## src/rtl/cell_comm_rx_packet_pkg.sv

```systemverilog
// Shared constants for the Aurora cell-communication packet receiver:
// header field positions, packet length, FSM state encoding and the header check.
package cell_comm_rx_packet_pkg;

    localparam logic [15:0] MAGIC_DEFAULT  = 16'hA5BE;
    localparam int          HDR_MAGIC_MSB  = 31;
    localparam int          HDR_MAGIC_LSB  = 16;
    localparam int          HDR_ENABLE_BIT = 15;
    localparam int          HDR_RSVD_MSB   = 14;
    localparam int          PKT_BEATS      = 4;

    localparam logic [2:0] ST_HDR   = 3'd0;
    localparam logic [2:0] ST_WX    = 3'd1;
    localparam logic [2:0] ST_WY    = 3'd2;
    localparam logic [2:0] ST_WS    = 3'd3;
    localparam logic [2:0] ST_DRAIN = 3'd4;

    // Header is good when the tag matches and every bit between the index and the enable flag is zero.
    function automatic logic hdr_valid(input logic [31:0] hdr, input logic [15:0] magic,
                                       input int idx_width);
        logic ok;
        ok = (hdr[HDR_MAGIC_MSB:HDR_MAGIC_LSB] == magic);
        for (int i = 0; i <= HDR_RSVD_MSB; i++) begin
            if ((i >= idx_width) && hdr[i]) begin
                ok = 1'b0;
            end else begin
                ok = ok;
            end
        end
        return ok;
    endfunction

endpackage

```

## src/rtl/cell_comm_rx_packet_sat_counter.sv

```systemverilog
// Saturating event counter with a synchronous clear that wins over a same-cycle increment.
module sat_counter #(
    parameter int WIDTH = 32
) (
    input  logic             clk,
    input  logic             rst_n,
    input  logic             clr,
    input  logic             inc,
    output logic [WIDTH-1:0] count
);

    logic [WIDTH-1:0] count_d;
    logic [WIDTH-1:0] count_q;

    // Next count: clear, saturating increment, or hold.
    always_comb begin
        count_d = count_q;
        if (clr) begin
            count_d = '0;
        end else if (inc && (count_q != '1)) begin
            count_d = count_q + {{(WIDTH-1){1'b0}}, 1'b1};
        end else begin
            count_d = count_q;
        end
    end

    // Counter register.
    always_ff @(posedge clk or negedge rst_n) begin
        if (!rst_n) begin
            count_q <= '0;
        end else begin
            count_q <= count_d;
        end
    end

    assign count = count_q;

endmodule

```

## src/rtl/cell_comm_rx_packet.sv

```systemverilog
// Receives 4-beat FOFB packets (header, X, Y, S) from an Aurora AXIS stream,
// publishes accepted packets as a one-cycle registered pulse and keeps fault statistics.
module cell_comm_rx_packet
    import cell_comm_rx_packet_pkg::*;
#(
    parameter int          FOFB_IDX_WIDTH = 9,
    parameter int          DATA_WIDTH     = 32,
    parameter logic [15:0] MAGIC          = MAGIC_DEFAULT
) (
    input  logic                      auUserClk,
    input  logic                      auResetN,
    input  logic                      channelUp,
    input  logic                      axisRxTvalid,
    input  logic                      axisRxTlast,
    input  logic [DATA_WIDTH-1:0]     axisRxTdata,
    input  logic                      axisRxCRCvalid,
    input  logic                      axisRxCRCpass,
    input  logic                      clearCounters,
    output logic                      outValid,
    output logic [FOFB_IDX_WIDTH-1:0] outFofbIndex,
    output logic                      outFofbEnable,
    output logic [DATA_WIDTH-1:0]     outX,
    output logic [DATA_WIDTH-1:0]     outY,
    output logic [DATA_WIDTH-1:0]     outS,
    output logic [DATA_WIDTH-1:0]     goodPackets,
    output logic [DATA_WIDTH-1:0]     crcFaults,
    output logic [DATA_WIDTH-1:0]     sizeFaults,
    output logic [DATA_WIDTH-1:0]     headerFaults
);

    logic [2:0]                state_d, state_q;
    logic [FOFB_IDX_WIDTH-1:0] hdr_idx_d, hdr_idx_q;
    logic                      hdr_en_d, hdr_en_q;
    logic [DATA_WIDTH-1:0]     x_d, x_q, y_d, y_q;
    logic                      out_valid_d, out_valid_q;
    logic [FOFB_IDX_WIDTH-1:0] out_idx_d, out_idx_q;
    logic                      out_en_d, out_en_q;
    logic [DATA_WIDTH-1:0]     out_x_d, out_x_q, out_y_d, out_y_q, out_s_d, out_s_q;
    logic                      inc_good_s, inc_crc_s, inc_size_s, inc_hdr_s;
    logic                      crc_bad_s;
    logic                      hdr_ok_s;

    assign crc_bad_s = axisRxCRCvalid & ~axisRxCRCpass;
    assign hdr_ok_s  = hdr_valid(axisRxTdata[31:0], MAGIC, FOFB_IDX_WIDTH);

    // Packet FSM: one beat per valid cycle, faults classified at most once per packet.
    always_comb begin
        state_d     = state_q;
        hdr_idx_d   = hdr_idx_q;
        hdr_en_d    = hdr_en_q;
        x_d         = x_q;
        y_d         = y_q;
        out_valid_d = 1'b0;
        out_idx_d   = out_idx_q;
        out_en_d    = out_en_q;
        out_x_d     = out_x_q;
        out_y_d     = out_y_q;
        out_s_d     = out_s_q;
        inc_good_s  = 1'b0;
        inc_crc_s   = 1'b0;
        inc_size_s  = 1'b0;
        inc_hdr_s   = 1'b0;
        if (!channelUp) begin
            state_d = ST_HDR;
        end else if (axisRxTvalid) begin
            case (state_q)
                ST_HDR, ST_WX, ST_WY: begin
                    // A tlast here is a short packet, even a one-beat one with a bad header.
                    if (axisRxTlast) begin
                        inc_crc_s  = crc_bad_s;
                        inc_size_s = ~crc_bad_s;
                        state_d    = ST_HDR;
                    end else if (state_q == ST_HDR) begin
                        if (hdr_ok_s) begin
                            hdr_idx_d = axisRxTdata[FOFB_IDX_WIDTH-1:0];
                            hdr_en_d  = axisRxTdata[HDR_ENABLE_BIT];
                            state_d   = ST_WX;
                        end else begin
                            inc_hdr_s = 1'b1;
                            state_d   = ST_DRAIN;
                        end
                    end else if (state_q == ST_WX) begin
                        x_d     = axisRxTdata;
                        state_d = ST_WY;
                    end else begin
                        y_d     = axisRxTdata;
                        state_d = ST_WS;
                    end
                end
                ST_WS: begin
                    if (!axisRxTlast) begin
                        inc_size_s = 1'b1;
                        state_d    = ST_DRAIN;
                    end else if (crc_bad_s) begin
                        inc_crc_s = 1'b1;
                        state_d   = ST_HDR;
                    end else begin
                        inc_good_s  = 1'b1;
                        out_valid_d = 1'b1;
                        out_idx_d   = hdr_idx_q;
                        out_en_d    = hdr_en_q;
                        out_x_d     = x_q;
                        out_y_d     = y_q;
                        out_s_d     = axisRxTdata;
                        state_d     = ST_HDR;
                    end
                end
                ST_DRAIN: begin
                    if (axisRxTlast) begin
                        state_d = ST_HDR;
                    end else begin
                        state_d = ST_DRAIN;
                    end
                end
                default: begin
                    state_d = ST_HDR;
                end
            endcase
        end else begin
            state_d = state_q;
        end
    end

    // State, partial-packet and output registers.
    always_ff @(posedge auUserClk or negedge auResetN) begin
        if (!auResetN) begin
            state_q     <= ST_HDR;
            hdr_idx_q   <= '0;
            hdr_en_q    <= 1'b0;
            x_q         <= '0;
            y_q         <= '0;
            out_valid_q <= 1'b0;
            out_idx_q   <= '0;
            out_en_q    <= 1'b0;
            out_x_q     <= '0;
            out_y_q     <= '0;
            out_s_q     <= '0;
        end else begin
            state_q     <= state_d;
            hdr_idx_q   <= hdr_idx_d;
            hdr_en_q    <= hdr_en_d;
            x_q         <= x_d;
            y_q         <= y_d;
            out_valid_q <= out_valid_d;
            out_idx_q   <= out_idx_d;
            out_en_q    <= out_en_d;
            out_x_q     <= out_x_d;
            out_y_q     <= out_y_d;
            out_s_q     <= out_s_d;
        end
    end

    assign outValid      = out_valid_q;
    assign outFofbIndex  = out_idx_q;
    assign outFofbEnable = out_en_q;
    assign outX          = out_x_q;
    assign outY          = out_y_q;
    assign outS          = out_s_q;

    sat_counter #(.WIDTH(DATA_WIDTH)) u_good_cnt (
        .clk(auUserClk), .rst_n(auResetN), .clr(clearCounters), .inc(inc_good_s), .count(goodPackets)
    );
    sat_counter #(.WIDTH(DATA_WIDTH)) u_crc_cnt (
        .clk(auUserClk), .rst_n(auResetN), .clr(clearCounters), .inc(inc_crc_s), .count(crcFaults)
    );
    sat_counter #(.WIDTH(DATA_WIDTH)) u_size_cnt (
        .clk(auUserClk), .rst_n(auResetN), .clr(clearCounters), .inc(inc_size_s), .count(sizeFaults)
    );
    sat_counter #(.WIDTH(DATA_WIDTH)) u_hdr_cnt (
        .clk(auUserClk), .rst_n(auResetN), .clr(clearCounters), .inc(inc_hdr_s), .count(headerFaults)
    );

endmodule

```

## config.mk

```make
export PLATFORM = sky130hd
export DESIGN_NAME = cell_comm_rx_packet
export DESIGN_NICKNAME = d
export VERILOG_FILES = /design/src/rtl/cell_comm_rx_packet_pkg.sv /design/src/rtl/cell_comm_rx_packet_sat_counter.sv /design/src/rtl/cell_comm_rx_packet.sv
export SDC_FILE = /design/constraint.sdc
export NUM_CORES = 1
export LEC_CHECK = 0
export CAP_MARGIN = 20
export CORE_UTILIZATION = 40
export DETAILED_ROUTE_END_ITERATION = 10
export PLACE_DENSITY_LB_ADDON = 0.12
export SLEW_MARGIN = 20
export SYNTH_ARGS = -nofsm -noshare
export SYNTH_HDL_FRONTEND = slang
export SYNTH_SLANG_ARGS = --single-unit
```

## constraint.sdc

```tcl
create_clock -name auUserClk -period 3.2 [get_ports auUserClk]
set_input_delay 0.8 -clock auUserClk [delete_from_list [all_inputs] [get_ports auUserClk]]
set_output_delay 0.8 -clock auUserClk [all_outputs]
set_load 0.02 [all_outputs]
```

==> impl_metrics.env, run 1 <==
export IMPL_nNetsFinal=1579
export IMPL_synthCells=1233
export IMPL_antenna_found_initial=1
export IMPL_cts_setup_buffers=0
export IMPL_grt_pass1_wl_um=59300
export IMPL_wl_per_cell_um=18.2
export IMPL_vias_per_cell=5.52
export IMPL_synth_seq_cells=312
export IMPL_slew_headroom_pct=35.6
export IMPL_cp_max_fo=5
export IMPL_gr_total_overflow=0
export IMPL_async_flop_share_pct=100
export IMPL_area_growth_pct=34.5
export IMPL_coreArea_um2=34700
export IMPL_netlist_area_um2=14200
export IMPL_route_detailed_drc=0
export IMPL_yosysSeqAreaShare_pct=55.0
export IMPL_finalCritPeriodShare_pct=83.3
export IMPL_clockBufferDepth=3
export IMPL_p_seq_share_pct=46.8
export IMPL_dieWidth_um=190
export IMPL_cts_sinks=312
export IMPL_cts_hold_buf=0
export IMPL_root_buffer="clkbuf_16"
export IMPL_numCtsBuffers=36
export IMPL_power_density_nw_per_um2=444
export IMPL_hp_class="in -> async"
export IMPL_fin_util_pct=55.0
export IMPL_routed_via_count=11113
export IMPL_clkPwrFrac_pct=49.7
export IMPL_endpoint_kind="flop"
export IMPL_postLayoutSetupSlackWorst_ps=534
export IMPL_power_mw=8.47
export IMPL_crit_arrival_ps=3110
export IMPL_synth_edf_count=0
export IMPL_cts_resized_gates=0
export IMPL_die_y_um=190
export IMPL_rsz0062_at_grt="no"
export IMPL_stdcell_area_um2=19100
export IMPL_grt_util_all_layers_pct=20.4
export IMPL_clk_insertion_delay_late_ps=520
export IMPL_drive_gt1_share_pct=21.4
export IMPL_antenna_left=0
export IMPL_drtPass1Iterations=5
export IMPL_finalCriticalPeriod_ps=2670
export IMPL_grt_pass1_vias=10958
export IMPL_start_kind="input port"
export IMPL_dpl_hpwl_um=25100
export IMPL_globalplace_congestion=0.822
export IMPL_p_sw_mw=1.83
export IMPL_synth_avg_cell_area_um2=11.5
export IMPL_place_ws_ps=21.8
export IMPL_finalClockSkew_ps=24.3
export IMPL_synthesis_nets=1277
export IMPL_place_area_um2=17800
export IMPL_io_pins=275
export IMPL_status="finished clean"
export IMPL_instances_no_fill=2014
export IMPL_htree_levels=2
export IMPL_start_util_pct=40.9
export IMPL_cts_tree="built"
export IMPL_tightest_slew_ps=955
export IMPL_clk_pin_slew_ps=60
export IMPL_timing_hold_ws_ps=257
export IMPL_slew_violations=0
export IMPL_cp_required_ps=3640
export IMPL_ir_drop_uv=351
export IMPL_power_leakage_nw=8.10
export IMPL_port_buffers=274
export IMPL_finalSetupTns_ps=0
export IMPL_layout_common_cells="dfrtp_1 (312), clkdlybuf4s50_1 (272), mux2_2 (206), a21oi_1 (85), nor2_1 (63)"
export IMPL_max_cap_violations=0
export IMPL_final_common_cell="dfrtp_1"
export IMPL_finalWirelength_um=36600
export IMPL_die_area_um2=36200
export IMPL_grt_max_degree=66
export IMPL_combPwrFrac_pct=3.5
export IMPL_swShare_pct=21.6
export IMPL_finalHoldViolCount=0
export IMPL_yosysUniqueCellTypes=47
export IMPL_setup_viol=0
export IMPL_p_int_mw=6.64
export IMPL_synth_main_ff_cell="dfrtp_1"
export IMPL_dp_cells=1952
export IMPL_drt_iter0_drc=545
export IMPL_yosys_warnings=0
export IMPL_rows=68
export IMPL_crit_type="in -> reg"
export IMPL_clock_fmax_mhz=375
==> sequential cells by signal (all words and copies together), names as in the netlist, 3 cells and up <==
name              cells
outS                 32
outX                 32
outY                 32
u_crc_cnt.count      32
u_good_cnt.count     32
u_hdr_cnt.count      32
u_size_cnt.count     32
x_q                  32
y_q                  32
hdr_idx_q             9
outFofbIndex          9
state_q               3
==> logic make-up (layout without fill, tap and decap cells) <==
group           count (synthesis)  in the layout  share of synthesized area [%]
compound gates                203            203                           8.48
xor+xnor                       14             14                          0.864
fa+ha+maj                       4              4                          0.353
buf+inv                        82            407                           2.20
flops                         312            312                           55.0
mux                           209            209                           16.6
other cells                     0              1                              0
simple gates                  409            409                           16.5
==> final timing paths <==
check	startpoint	endpoint	slack, ps	cells past startpoint
worst max-delay path	axisRxCRCvalid	u_good_cnt.count[25]	530	7
worst min-delay path	auResetN	u_size_cnt.count[29]	260	1
worst max register to register	u_good_cnt.count[12]	u_good_cnt.count[25]	550	6
worst min register to register	y_q[21]	outY[21]	500	1
max in group asynchronous	auResetN	u_hdr_cnt.count[31]	2140	2
min in group auUserClk	y_q[21]	outY[21]	500	1
==> layer usage <==
metal	vias to the layer above	global-route usage (%)	wire, um
met5	-	0	0
met4	0	4.68	532
met3	38	6.09	3030
met2	322	32.5	16900
met1	5540	27.1	16100
li1	5213	-	-
==> final cells by class <==
class	count	area, um2
Clock buffer	49	1060
Inverter	17	65.1
Sequential cell	312	7810
Antenna cell	1	2.50
Multi-Input combinational cell	839	6090
Tap cell	455	569
Timing Repair Buffer	329	3320
Fill cell	3015	15600
Clock inverter	12	178
==> synthesized netlist by cell type (7+ instances only) <==
| cell type | n | area (um2) |
|---|---|---|
| dfrtp_1 | 312 | 7810 |
| mux2_2 | 206 | 2320 |
| a21oi_1 | 85 | 425 |
| nor2_1 | 63 | 236 |
| clkbuf_1 | 55 | 206 |
| nand2_1 | 50 | 188 |
| or4_1 | 49 | 368 |
| o21ai_0 | 48 | 240 |
| nand3_1 | 46 | 230 |
| or3_1 | 46 | 288 |
| o31ai_1 | 42 | 315 |
| nand4_1 | 34 | 213 |
| nor2b_1 | 27 | 169 |
| nor4_1 | 24 | 150 |
| inv_1 | 16 | 60.1 |
| and3_1 | 15 | 93.8 |
| and4_1 | 15 | 131 |
| nor3_1 | 14 | 70.1 |
| xnor2_1 | 10 | 87.6 |
| o211ai_1 | 7 | 52.6 |
==> power by group through the flow <==
stage	Combinational [mW]	Clock (mW)	Sequential, mW
3_3_place_gp	0.302	0	4.04
5_1_grt	0.329	4.50	3.97
3_5_place_dp	0.304	0	4.04
4_1_cts	0.305	4.34	3.97
2_1_floorplan	0.0614	0	4.05
6_report	0.295	4.21	3.97
==> critical path, cell delays in order <==
cell and delay [ps]:
clkdlybuf4s50_1 410, nor2b_1 210, or4_1 550, or4_1 500
buf_4 170, or3_1 300, a21oi_1 160
Note: power is estimated with default switching activity, not from simulation.
==> run 2, diff against run 1 <==
==> constraint.sdc (replaced) <==
create_clock -name auUserClk -period 2.15 [get_ports auUserClk]
set_input_delay 0.5375 -clock auUserClk [delete_from_list [all_inputs] [get_ports auUserClk]]
set_output_delay 0.5375 -clock auUserClk [all_outputs]
set_load 0.02 [all_outputs]
==> run 2 against run 1 <==
The flow now finishes with violations (setup timing). Flip-flop and latch count did not move. Global-route usage increased by 1.8 points. Non-clock buffer count increased by 230. Combinational power grew 79%. Largest power group unchanged. Critical endpoint is now u_good_cnt.count[31].
==> impl_metrics.env, run 2 (synthesis gave the netlist of run 1 again) <==
export IMPL_cts_sinks=312
export IMPL_grt_pass1_vias=12141
export IMPL_gr_total_overflow=0
export IMPL_r2r_end="u_good_cnt.count[31]"
export IMPL_finalSetupTns_ps=-463
export IMPL_wl_per_cell_um=18.2
export IMPL_hold_depth=3
export IMPL_route_detailed_drc=0
export IMPL_antenna_found_initial=3
export IMPL_status="finished with violations"
export IMPL_power_leakage_nw=10.5
export IMPL_crit_type="reg -> reg"
export IMPL_grt_pass1_wl_um=64300
export IMPL_area_growth_pct=52.8
export IMPL_instances_no_fill=2250
export IMPL_layout_common_cells="dfrtp_1 (262), buf_4 (251), mux2_2 (200), clkdlybuf4s50_1 (150), dlygate4sd2_1 (77)"
export IMPL_htree_levels=2
export IMPL_globalplace_congestion=0.857
export IMPL_clkPwrFrac_pct=50.5
export IMPL_drtPass1Iterations=5
export IMPL_rows=68
export IMPL_cp_max_fo=4
export IMPL_start_util_pct=40.9
export IMPL_place_area_um2=19600
export IMPL_p_sw_mw=2.82
export IMPL_dieWidth_um=190
export IMPL_combPwrFrac_pct=4.1
export IMPL_setup_viol=6
export IMPL_p_seq_share_pct=45.5
export IMPL_port_buffers=274
export IMPL_die_area_um2=36200
export IMPL_finalCriticalPeriod_ps=2270
export IMPL_finalHoldViolCount=0
export IMPL_start_kind="flop"
export IMPL_clockBufferDepth=3
export IMPL_antenna_left=0
export IMPL_nNetsFinal=1810
export IMPL_rsz0062_at_grt="yes"
export IMPL_stdcell_area_um2=21700
export IMPL_vias_per_cell=5.37
export IMPL_cts_tree="built"
export IMPL_clock_fmax_mhz=440
export IMPL_hp_start="axisRxTdata[26]"
export IMPL_coreArea_um2=34700
export IMPL_routed_via_count=12084
export IMPL_drive_gt1_share_pct=38.5
export IMPL_final_common_cell="dfrtp_1"
export IMPL_hold_end="x_q[26]"
export IMPL_drt_iter0_drc=590
export IMPL_slew_headroom_pct=69.8
export IMPL_hp_class="in -> reg"
export IMPL_reg2reg_slack_ps=-120
export IMPL_root_buffer="clkbuf_16"
export IMPL_tightest_slew_ps=450
export IMPL_die_y_um=190
export IMPL_ir_drop_uv=678
export IMPL_swShare_pct=21.7
export IMPL_reg2regPathDepth=7
export IMPL_postLayoutSetupSlackWorst_ps=-124
export IMPL_max_cap_violations=0
export IMPL_power_density_nw_per_um2=598
export IMPL_grt_max_degree=91
export IMPL_clk_pin_slew_ps=60
export IMPL_finalWirelength_um=41100
export IMPL_clk_insertion_delay_late_ps=510
export IMPL_dp_cells=2147
export IMPL_p_int_mw=10.1
export IMPL_numCtsBuffers=37
export IMPL_io_pins=275
export IMPL_r2r_start="u_good_cnt.count[0]"
export IMPL_crit_arrival_ps=2710
export IMPL_cp_required_ps=2590
export IMPL_grt_util_all_layers_pct=22.2
export IMPL_finalClockSkew_ps=9.58
export IMPL_violations="setup timing"
export IMPL_slew_violations=0
export IMPL_dpl_hpwl_um=28100
export IMPL_place_ws_ps=-815
export IMPL_endpoint_kind="flop"
export IMPL_finalCritPeriodShare_pct=106
-- run 2: layout make-up --
class,count,area (um2)
well taps,455,569
repair buffers,559,5260
flip-flops and latches,312,7870
clock inverters,9,130
diodes,1,2.50
multi-input cells,839,6640
clock buffers,58,1150
fillers,2802,13000
inverters,17,65.1
-- run 2: per-layer routing --
layer | vias to the layer above | share of wire, % | wire (um) | track usage [%]
met5 | - | 0 | 0 | 0
met4 | 0 | 1.9 | 770 | 6.18
met3 | 58 | 7.4 | 3040 | 5.89
met2 | 324 | 49 | 20000 | 36.7
met1 | 6025 | 42 | 17300 | 28.5
li1 | 5677 | - | - | -
-- run 2: critical path, cell delays in order, from the launching register on --
cell     delay [ps]
dfrtp_1         360
buf_6           110
nand3_2          60
or4_4           490
or4_4           570
buf_4           160
or3_1           320
a21oi_2         120
-- run 2: worst max-delay path by stage --
| stage | start | end | slack [ps] | cells after the start |
|---|---|---|---|---|
| floorplan | u_good_cnt.count[13] | u_good_cnt.count[29] | -290 | 7 |
| detailed placement | axisRxCRCvalid | u_good_cnt.count[25] | -820 | 7 |
| global placement | axisRxCRCvalid | u_good_cnt.count[31] | -760 | 7 |
| CTS | u_good_cnt.count[0] | u_good_cnt.count[25] | -140 | 7 |
| finish | u_good_cnt.count[0] | u_good_cnt.count[31] | -120 | 7 |
| global route | state_q[2] | u_good_cnt.count[25] | -190 | 6 |
-- run 2: power by group through the flow --
stage | clock, mW | sequential, mW | combinational, mW
after floorplan | 0 | 6.03 | 0.0942
after global placement | 0 | 6.01 | 0.501
after detailed placement | 0 | 6.01 | 0.507
after CTS | 6.70 | 5.90 | 0.523
after global routing | 6.90 | 5.90 | 0.582
final | 6.54 | 5.90 | 0.527
-- run 2: per-stage QoR --
step | utilization [%] | power (mW) | hold slack, ps
finish | 62.5 | 13.0 | 482
global route | 62.5 | 13.4 | 473
CTS | 60.5 | 13.1 | 489
detailed placement | 56.4 | 6.51 | 458
global placement | 56.4 | 6.51 | 457
floorplan | - | 6.12 | 242
-- run 2: repair_timing --
item | CTS | global route
pin swaps | 13 | 36
setup endpoints to repair | 124 | 137
setup buffers | 6 | 24
gates resized for setup | 100 | 121
hold buffers | 1 | 0
cloned | 2 | 2
endpoints found under the hold margin | 24 | 0
